`src/rtl/p_i_cache_control_pkg.sv`:
```
// Shared types for the pipelined I-cache controller and its PLRU helper.
package p_i_cache_control_pkg;

   localparam int num_ways  = 4;
   localparam int lru_width = 3;

   typedef enum logic [1:0] {
      no_write        = 2'b00,
      mem_write_cache = 2'b01,
      cpu_write_cache = 2'b10
   } dataarraymux_sel_t;

   typedef enum logic [1:0] {
      CHECK  = 2'b00,
      MISS   = 2'b01,
      REPLAY = 2'b10
   } p_i_cache_state_t;

   // Lowest set bit; returns 0 for an empty vector.
   function automatic logic [1:0] first_set(input logic [3:0] v);
      first_set = 2'd0;
      for (int i = 3; i >= 0; i--)
         if (v[i]) first_set = 2'(i);
   endfunction

endpackage

```
`src/rtl/plru_4way.sv`:
```
// 4-way tree-PLRU: victim select (invalid ways first) and access update.
module plru_4way
   import p_i_cache_control_pkg::*;
(
   input  logic [3:0] valid,
   input  logic [2:0] lru,
   input  logic [1:0] access_way,
   output logic [1:0] victim,
   output logic [2:0] lru_next
);

   always_comb begin
      victim = 2'd0;
      if (valid != 4'hf)
         victim = first_set(~valid);
      else if (!lru[0])
         victim = lru[1] ? 2'd1 : 2'd0;
      else
         victim = lru[2] ? 2'd3 : 2'd2;
   end

   always_comb begin
      lru_next = lru;
      case (access_way)
         2'd0: begin lru_next[0] = 1'b1; lru_next[1] = 1'b1; end
         2'd1: begin lru_next[0] = 1'b1; lru_next[1] = 1'b0; end
         2'd2: begin lru_next[0] = 1'b0; lru_next[2] = 1'b1; end
         default: begin lru_next[0] = 1'b0; lru_next[2] = 1'b0; end
      endcase
   end

endmodule

```
`src/rtl/p_i_cache_control.sv`:
```
// I-cache sequencer: CHECK / MISS / REPLAY with PLRU victim fill.
// Define P_I_CACHE_PERF_EN to add saturating hit/miss counters.
module p_i_cache_control
   import p_i_cache_control_pkg::*;
#(
   parameter int num_ways  = 4,
   parameter int lru_width = 3
)(
   input  logic                          clk,
   input  logic                          rst,
   input  logic                          mem_read,
   input  logic                          hit,
   input  logic [num_ways-1:0]           way_hit,
   input  logic [num_ways-1:0]           v_dataout,
   input  logic [lru_width-1:0]          LRU_array_dataout,
   input  logic                          pmem_resp,
   output logic                          pmem_read,
   output logic                          mem_resp,
   output logic                          stall,
   output logic [num_ways-1:0]           v_array_load,
   output logic [num_ways-1:0]           v_array_datain,
   output logic [num_ways-1:0]           tag_array_load,
   output logic                          LRU_array_load,
   output logic [lru_width-1:0]          LRU_array_datain,
   output dataarraymux_sel_t [num_ways-1:0] write_en_MUX_sel,
   output dataarraymux_sel_t [num_ways-1:0] data_array_datain_MUX_sel
`ifdef P_I_CACHE_PERF_EN
   ,
   output logic [31:0]                   hit_count,
   output logic [31:0]                   miss_count
`endif
);

   p_i_cache_state_t state_q;
   logic [1:0] victim_q;
   logic [1:0] victim_sel;
   logic [1:0] hit_way;
   logic [2:0] lru_next;

   assign hit_way = first_set(way_hit);

   plru_4way u_plru (
      .valid      (v_dataout),
      .lru        (LRU_array_dataout),
      .access_way (hit_way),
      .victim     (victim_sel),
      .lru_next   (lru_next)
   );

   always_ff @(posedge clk) begin
      if (rst) begin
         state_q  <= CHECK;
         victim_q <= 2'd0;
      end else begin
         case (state_q)
            CHECK:
               if (mem_read && !hit) begin
                  state_q  <= MISS;
                  victim_q <= victim_sel;
               end
            MISS:
               if (pmem_resp) state_q <= REPLAY;
            REPLAY:
               state_q <= CHECK;
            default:
               state_q <= CHECK;
         endcase
      end
   end

   // Outputs are gated by rst so reset (including mid-MISS) loads nothing.
   always_comb begin
      pmem_read                 = 1'b0;
      mem_resp                  = 1'b0;
      stall                     = 1'b0;
      v_array_load              = '0;
      v_array_datain            = '0;
      tag_array_load            = '0;
      LRU_array_load            = 1'b0;
      LRU_array_datain          = '0;
      write_en_MUX_sel          = {num_ways{no_write}};
      data_array_datain_MUX_sel = {num_ways{no_write}};
      if (!rst) begin
         case (state_q)
            CHECK:
               if (mem_read) begin
                  if (hit) begin
                     mem_resp         = 1'b1;
                     LRU_array_load   = 1'b1;
                     LRU_array_datain = lru_next;
                  end else begin
                     stall = 1'b1;
                  end
               end
            MISS: begin
               pmem_read = 1'b1;
               stall     = 1'b1;
               if (pmem_resp) begin
                  v_array_load[victim_q]              = 1'b1;
                  v_array_datain[victim_q]            = 1'b1;
                  tag_array_load[victim_q]            = 1'b1;
                  write_en_MUX_sel[victim_q]          = mem_write_cache;
                  data_array_datain_MUX_sel[victim_q] = mem_write_cache;
               end
            end
            REPLAY:
               stall = 1'b1;
            default: ;
         endcase
      end
   end

`ifdef P_I_CACHE_PERF_EN
   logic replay_q;

   always_ff @(posedge clk) begin
      if (rst) begin
         replay_q   <= 1'b0;
         hit_count  <= '0;
         miss_count <= '0;
      end else begin
         replay_q <= (state_q == REPLAY);
         if (state_q == CHECK && mem_read) begin
            if (hit && !replay_q && hit_count != '1)
               hit_count <= hit_count + 32'd1;
            if (!hit && miss_count != '1)
               miss_count <= miss_count + 32'd1;
         end
      end
   end
`endif

`ifndef SYNTHESIS
   a_way_hit_onehot: assert property (
      @(posedge clk) disable iff (rst)
      (state_q == CHECK && mem_read && hit) |-> $onehot0(way_hit)
   );
`endif

endmodule

```
`config.mk`:
```
export PLATFORM = sky130hd
export DESIGN_NAME = p_i_cache_control
export DESIGN_NICKNAME = d
export VERILOG_FILES = /design/src/rtl/p_i_cache_control_pkg.sv /design/src/rtl/plru_4way.sv /design/src/rtl/p_i_cache_control.sv
export SDC_FILE = /design/constraint.sdc
export NUM_CORES = 1
export LEC_CHECK = 0
export BUFFER_PORTS_ARGS = -buffer_cell sky130_fd_sc_hd__clkbuf_2
export CORE_MARGIN = 2
export CORE_UTILIZATION = 34
export CTS_CLUSTER_SIZE = 12
export DETAILED_ROUTE_END_ITERATION = 16
export GPL_ROUTABILITY_DRIVEN = 0
export PLACE_DENSITY = 0.74
export SETUP_SLACK_MARGIN = 0.05
export SYNTH_ARGS = -nofsm -noshare
export SYNTH_HDL_FRONTEND = slang
export SYNTH_HIERARCHICAL = 1
export SYNTH_SLANG_ARGS = --single-unit
export TNS_END_PERCENT = 5
```
`constraint.sdc`:
```
create_clock -name clk -period 1.42 [get_ports clk]
set_input_delay 0.284 -clock clk [delete_from_list [all_inputs] [get_ports clk]]
set_output_delay 0.284 -clock clk [all_outputs]
set_load 0.005 [all_outputs]
```
==> summary.md <==
| Metric | Value |
|---|---|
| Clock tree sinks | `4` |
| Clock Path Buffers | `2` |
| RR Endpoint | `victim_q[0]$_SDFFE_PP0P_` |
| Hold-fix buffers, CTS | `0` |
| Vias in the first global route | `525` |
| Crit end category | `output pin` |
| Antenna Cells | `0` |
| Final min period | `1.66 ns` |
| Layout cells sized above 1 | `54.3%` |
| Grt total ovfl | `0` |
| Cell count after synthesis | `83` |
| Rows | `15` |
| Grt peak-use layer | `met2` |
| GRT met1 Usage | `12.4%` |
| DIE WIDTH | `47.1 µm` |
| Post-synthesis cell type count | `25` |
| Final Power | `0.000791 W` |
| Die height | `47.1 µm` |
| Worst R2R Start | `state_q[0]$_SDFFE_PP0P_` |
| CTS tree | `done` |
| Mapped Area | `632 µm²` |
| Post-Layout Inst Area | `822 µm²` |
| Top Ports | `51` |
| Core area | `1750 µm²` |
| Placed instance area | `764 µm²` |
| Met2 usage | `23.8%` |
| Worst-Skew Late Latency | `0.23 ns` |
| R2R depth | `6` |
| Detail Route Antenna Nets | `0` |
| Failing checks | `setup timing` |
| DRC Markers | `0` |
| Final Core Density | `47.1%` |
| Initial antenna violation count | `0` |
| Area Growth Syn to Fin | `30.1%` |
| Clock root buffer | `clkbuf_4` |
| TritonRoute pass-1 iters | `4` |
| FF-to-FF setup slack | `0.17 ns` |
| DR iter-0 viols | `3` |
| CP arrival | `1.37 ns` |
| Routed WL | `1210 µm` |
| RSZ-0062 raised after global routing | `yes` |
| Hold endpoint | `victim_q[1]$_SDFFE_PP0P_` |
| Worst setup startpoint | `state_q[0]$_SDFFE_PP0P_` |
| Peak supply drop | `0.695 mV` |
| Fin cells | `141` |
| DP Worst Slack | `-0.0451 ns` |
| Setup Skew | `0.00280 ns` |
| H-tree depth | `1` |
| First-pass GRT wire length | `2000 µm` |
| Startpoint types | `flip-flop` |
| Worst Hold Class | `input pin to flip-flop` |
| Yosys warnings | `6` |
| Clock transition at the registers of the reported paths | `0.04 ns` |
| Crit-path slowest cell | `dfxtp_2` |
| Wire length per cell | `8.60 µm` |
| Setup-failing EPs final | `26` |
| Tot GR Track Use | `12.6%` |
| HP Start | `rst` |
| Fmax | `604 MHz` |
| Post-synthesis sequential area ratio | `12.7%` |
| Synth Area per Inst | `7.61 µm²` |
| Filler Cell Count | `197` |
| Slew Viols, Final | `0` |
| Largest net degree at the start of global routing | `9` |
| CTS Buf Count | `3` |
| Critical Path RT | `1.14 ns` |
| Power density of the placed cells | `963 nW/µm²` |
| Max-cap violations | `0` |
| Drt via density | `4.16` |
| #FFs+latches synth | `4` |
| Die area | `2220 µm²` |
| Final Hold Viols | `0` |
| Crit Path Max Fanout | `5` |
| Slowest Stage Delay on Critical Path | `0.36 ns` |
| Status | `finished, violations left` |
| Vias | `586` |
| IO Port Bufs | `42` |
| WHS Path Cells | `3` |
| CP cell instances | `inv_1 > ha_1 > and4b_1 > and2_1 > clkbuf_2` |
| Post-DP HPWL | `1060 µm` |
| Final Cycle Share | `117%` |
| # nets final | `139` |
| Initial core utilization | `36.2%` |
| Setup CP Type | `flip-flop to output pin` |
| Lkg Pwr | `0.480 nW` |
| GR Util met3 | `4.62%` |
| Placed Cells | `136` |
| Post-route setup slack | `-0.236 ns` |
[sequential cells by signal, indices dropped and copies added, names as in the netlist]
register	count
state_q	2
victim_q	2
[power breakdown]
group / switching, W / total (W) / internal, W
Sequential: 0.0000373 / 0.000182 / 0.000145
Clock: 0.0000459 / 0.000140 / 0.0000945
Combinational: 0.000206 / 0.000469 / 0.000263
Total: 0.000289 / 0.000791 / 0.000502
[worst max path at each step]
stage | cells after the start | endpoint | slack (ns)
after floorplan | 5 | tag_array_load[0] | 0.02
after global routing | 5 | LRU_array_datain[0] | -0.33
after detailed placement | 6 | LRU_array_datain[2] | -0.05
after CTS | 5 | v_array_load[0] | -0.25
final | 5 | LRU_array_datain[2] | -0.24
after global placement | 5 | tag_array_load[0] | 0.005
[stage by stage]
| step | TNS [ns] | hold WS, ns |
|---|---|---|
| 2_1_floorplan | 0 | 0.464 |
| 3_3_place_gp | 0 | 0.473 |
| 3_5_place_dp | -0.282 | 0.481 |
| 4_1_cts | -5.49 | 0.399 |
| 5_1_grt | -7.11 | 0.425 |
| 6_report | -4.77 | 0.410 |
[area by class of cell]
| class | instances | area (µm²) | area share (%) |
|---|---|---|---|
| Inverter | 7 | 28.8 | 3.50 |
| Tap cell | 25 | 31.3 | 3.81 |
| Multi-Input combinational cell | 53 | 394 | 47.9 |
| Timing Repair Buffer | 49 | 263 | 32.0 |
| Sequential cell | 4 | 82.6 | 10.0 |
| Clock buffer | 3 | 22.5 | 2.74 |
[cell families after synthesis]
group | after synthesis | synth area share, %
compound gates | 7 | 7.33
buf+inv | 33 | 35.6
flops | 4 | 12.7
mux | 5 | 7.92
fa+ha+maj | 5 | 9.90
simple gates | 28 | 25.9
other cells | 1 | 0.593
[worst max-delay path: cells and delay by family (launching register included)]
| family | cells | cell delay, ns |
|---|---|---|
| fa+ha+maj | 1 | 0.22 |
| simple gates | 2 | 0.39 |
| flops | 1 | 0.36 |
| buf+inv | 2 | 0.18 |
[layout by cell type (no fill, tap or decap), drive strengths merged]
cell type | netlist | routed
and3 | 1 | 1
and2b | 1 | 1
nor2b | 2 | 2
mux2i | 5 | 5
buf | 26 | 12
clkbuf | 0 | 40
nor3 | 1 | 1
ha | 5 | 5
and4b | 1 | 1
nand2b | 6 | 6
inv | 7 | 7
nor2 | 6 | 6
and3b | 1 | 1
a311oi | 1 | 1
a211oi | 1 | 1
nand3b | 1 | 1
dfxtp | 4 | 4
nor3b | 1 | 1
a31oi | 1 | 1
o21ai | 2 | 2
a21oi | 2 | 2
nand2 | 4 | 4
conb | 1 | 8
and2 | 3 | 3
[synth_stat cells, drive strengths merged]
master | n | area (µm²)
a21oi | 2 | 13.8
buf | 26 | 199
ha | 5 | 62.6
and3b | 1 | 8.76
nor2b | 2 | 12.5
and2b | 1 | 7.51
and2 | 3 | 18.8
nand2 | 4 | 15.0
dfxtp | 4 | 80.1
nand3b | 1 | 7.51
nor3 | 1 | 5.00
and3 | 1 | 6.26
a311oi | 1 | 8.76
o21ai | 2 | 10.0
inv | 7 | 26.3
mux2i | 5 | 50.1
nor3b | 1 | 12.5
nor2 | 6 | 22.5
a211oi | 1 | 7.51
and4b | 1 | 10.0
conb | 1 | 3.75
nand2b | 6 | 37.5
a31oi | 1 | 6.26
[timing repair]
| item | in CTS | in global routing |
|---|---|---|
| pin swaps | 1 | 1 |
| resized for setup | 4 | 7 |
| setup buffers | 2 | 0 |
| setup endpoints to repair | 26 | 27 |
[per-layer routing]
layer	share of wire [%]	up-vias
met3	7.1	0
met2	53	25
met5	0	-
met1	40	257
li1	-	304
met4	0	0
Note: power is estimated with default switching activity, not from simulation.
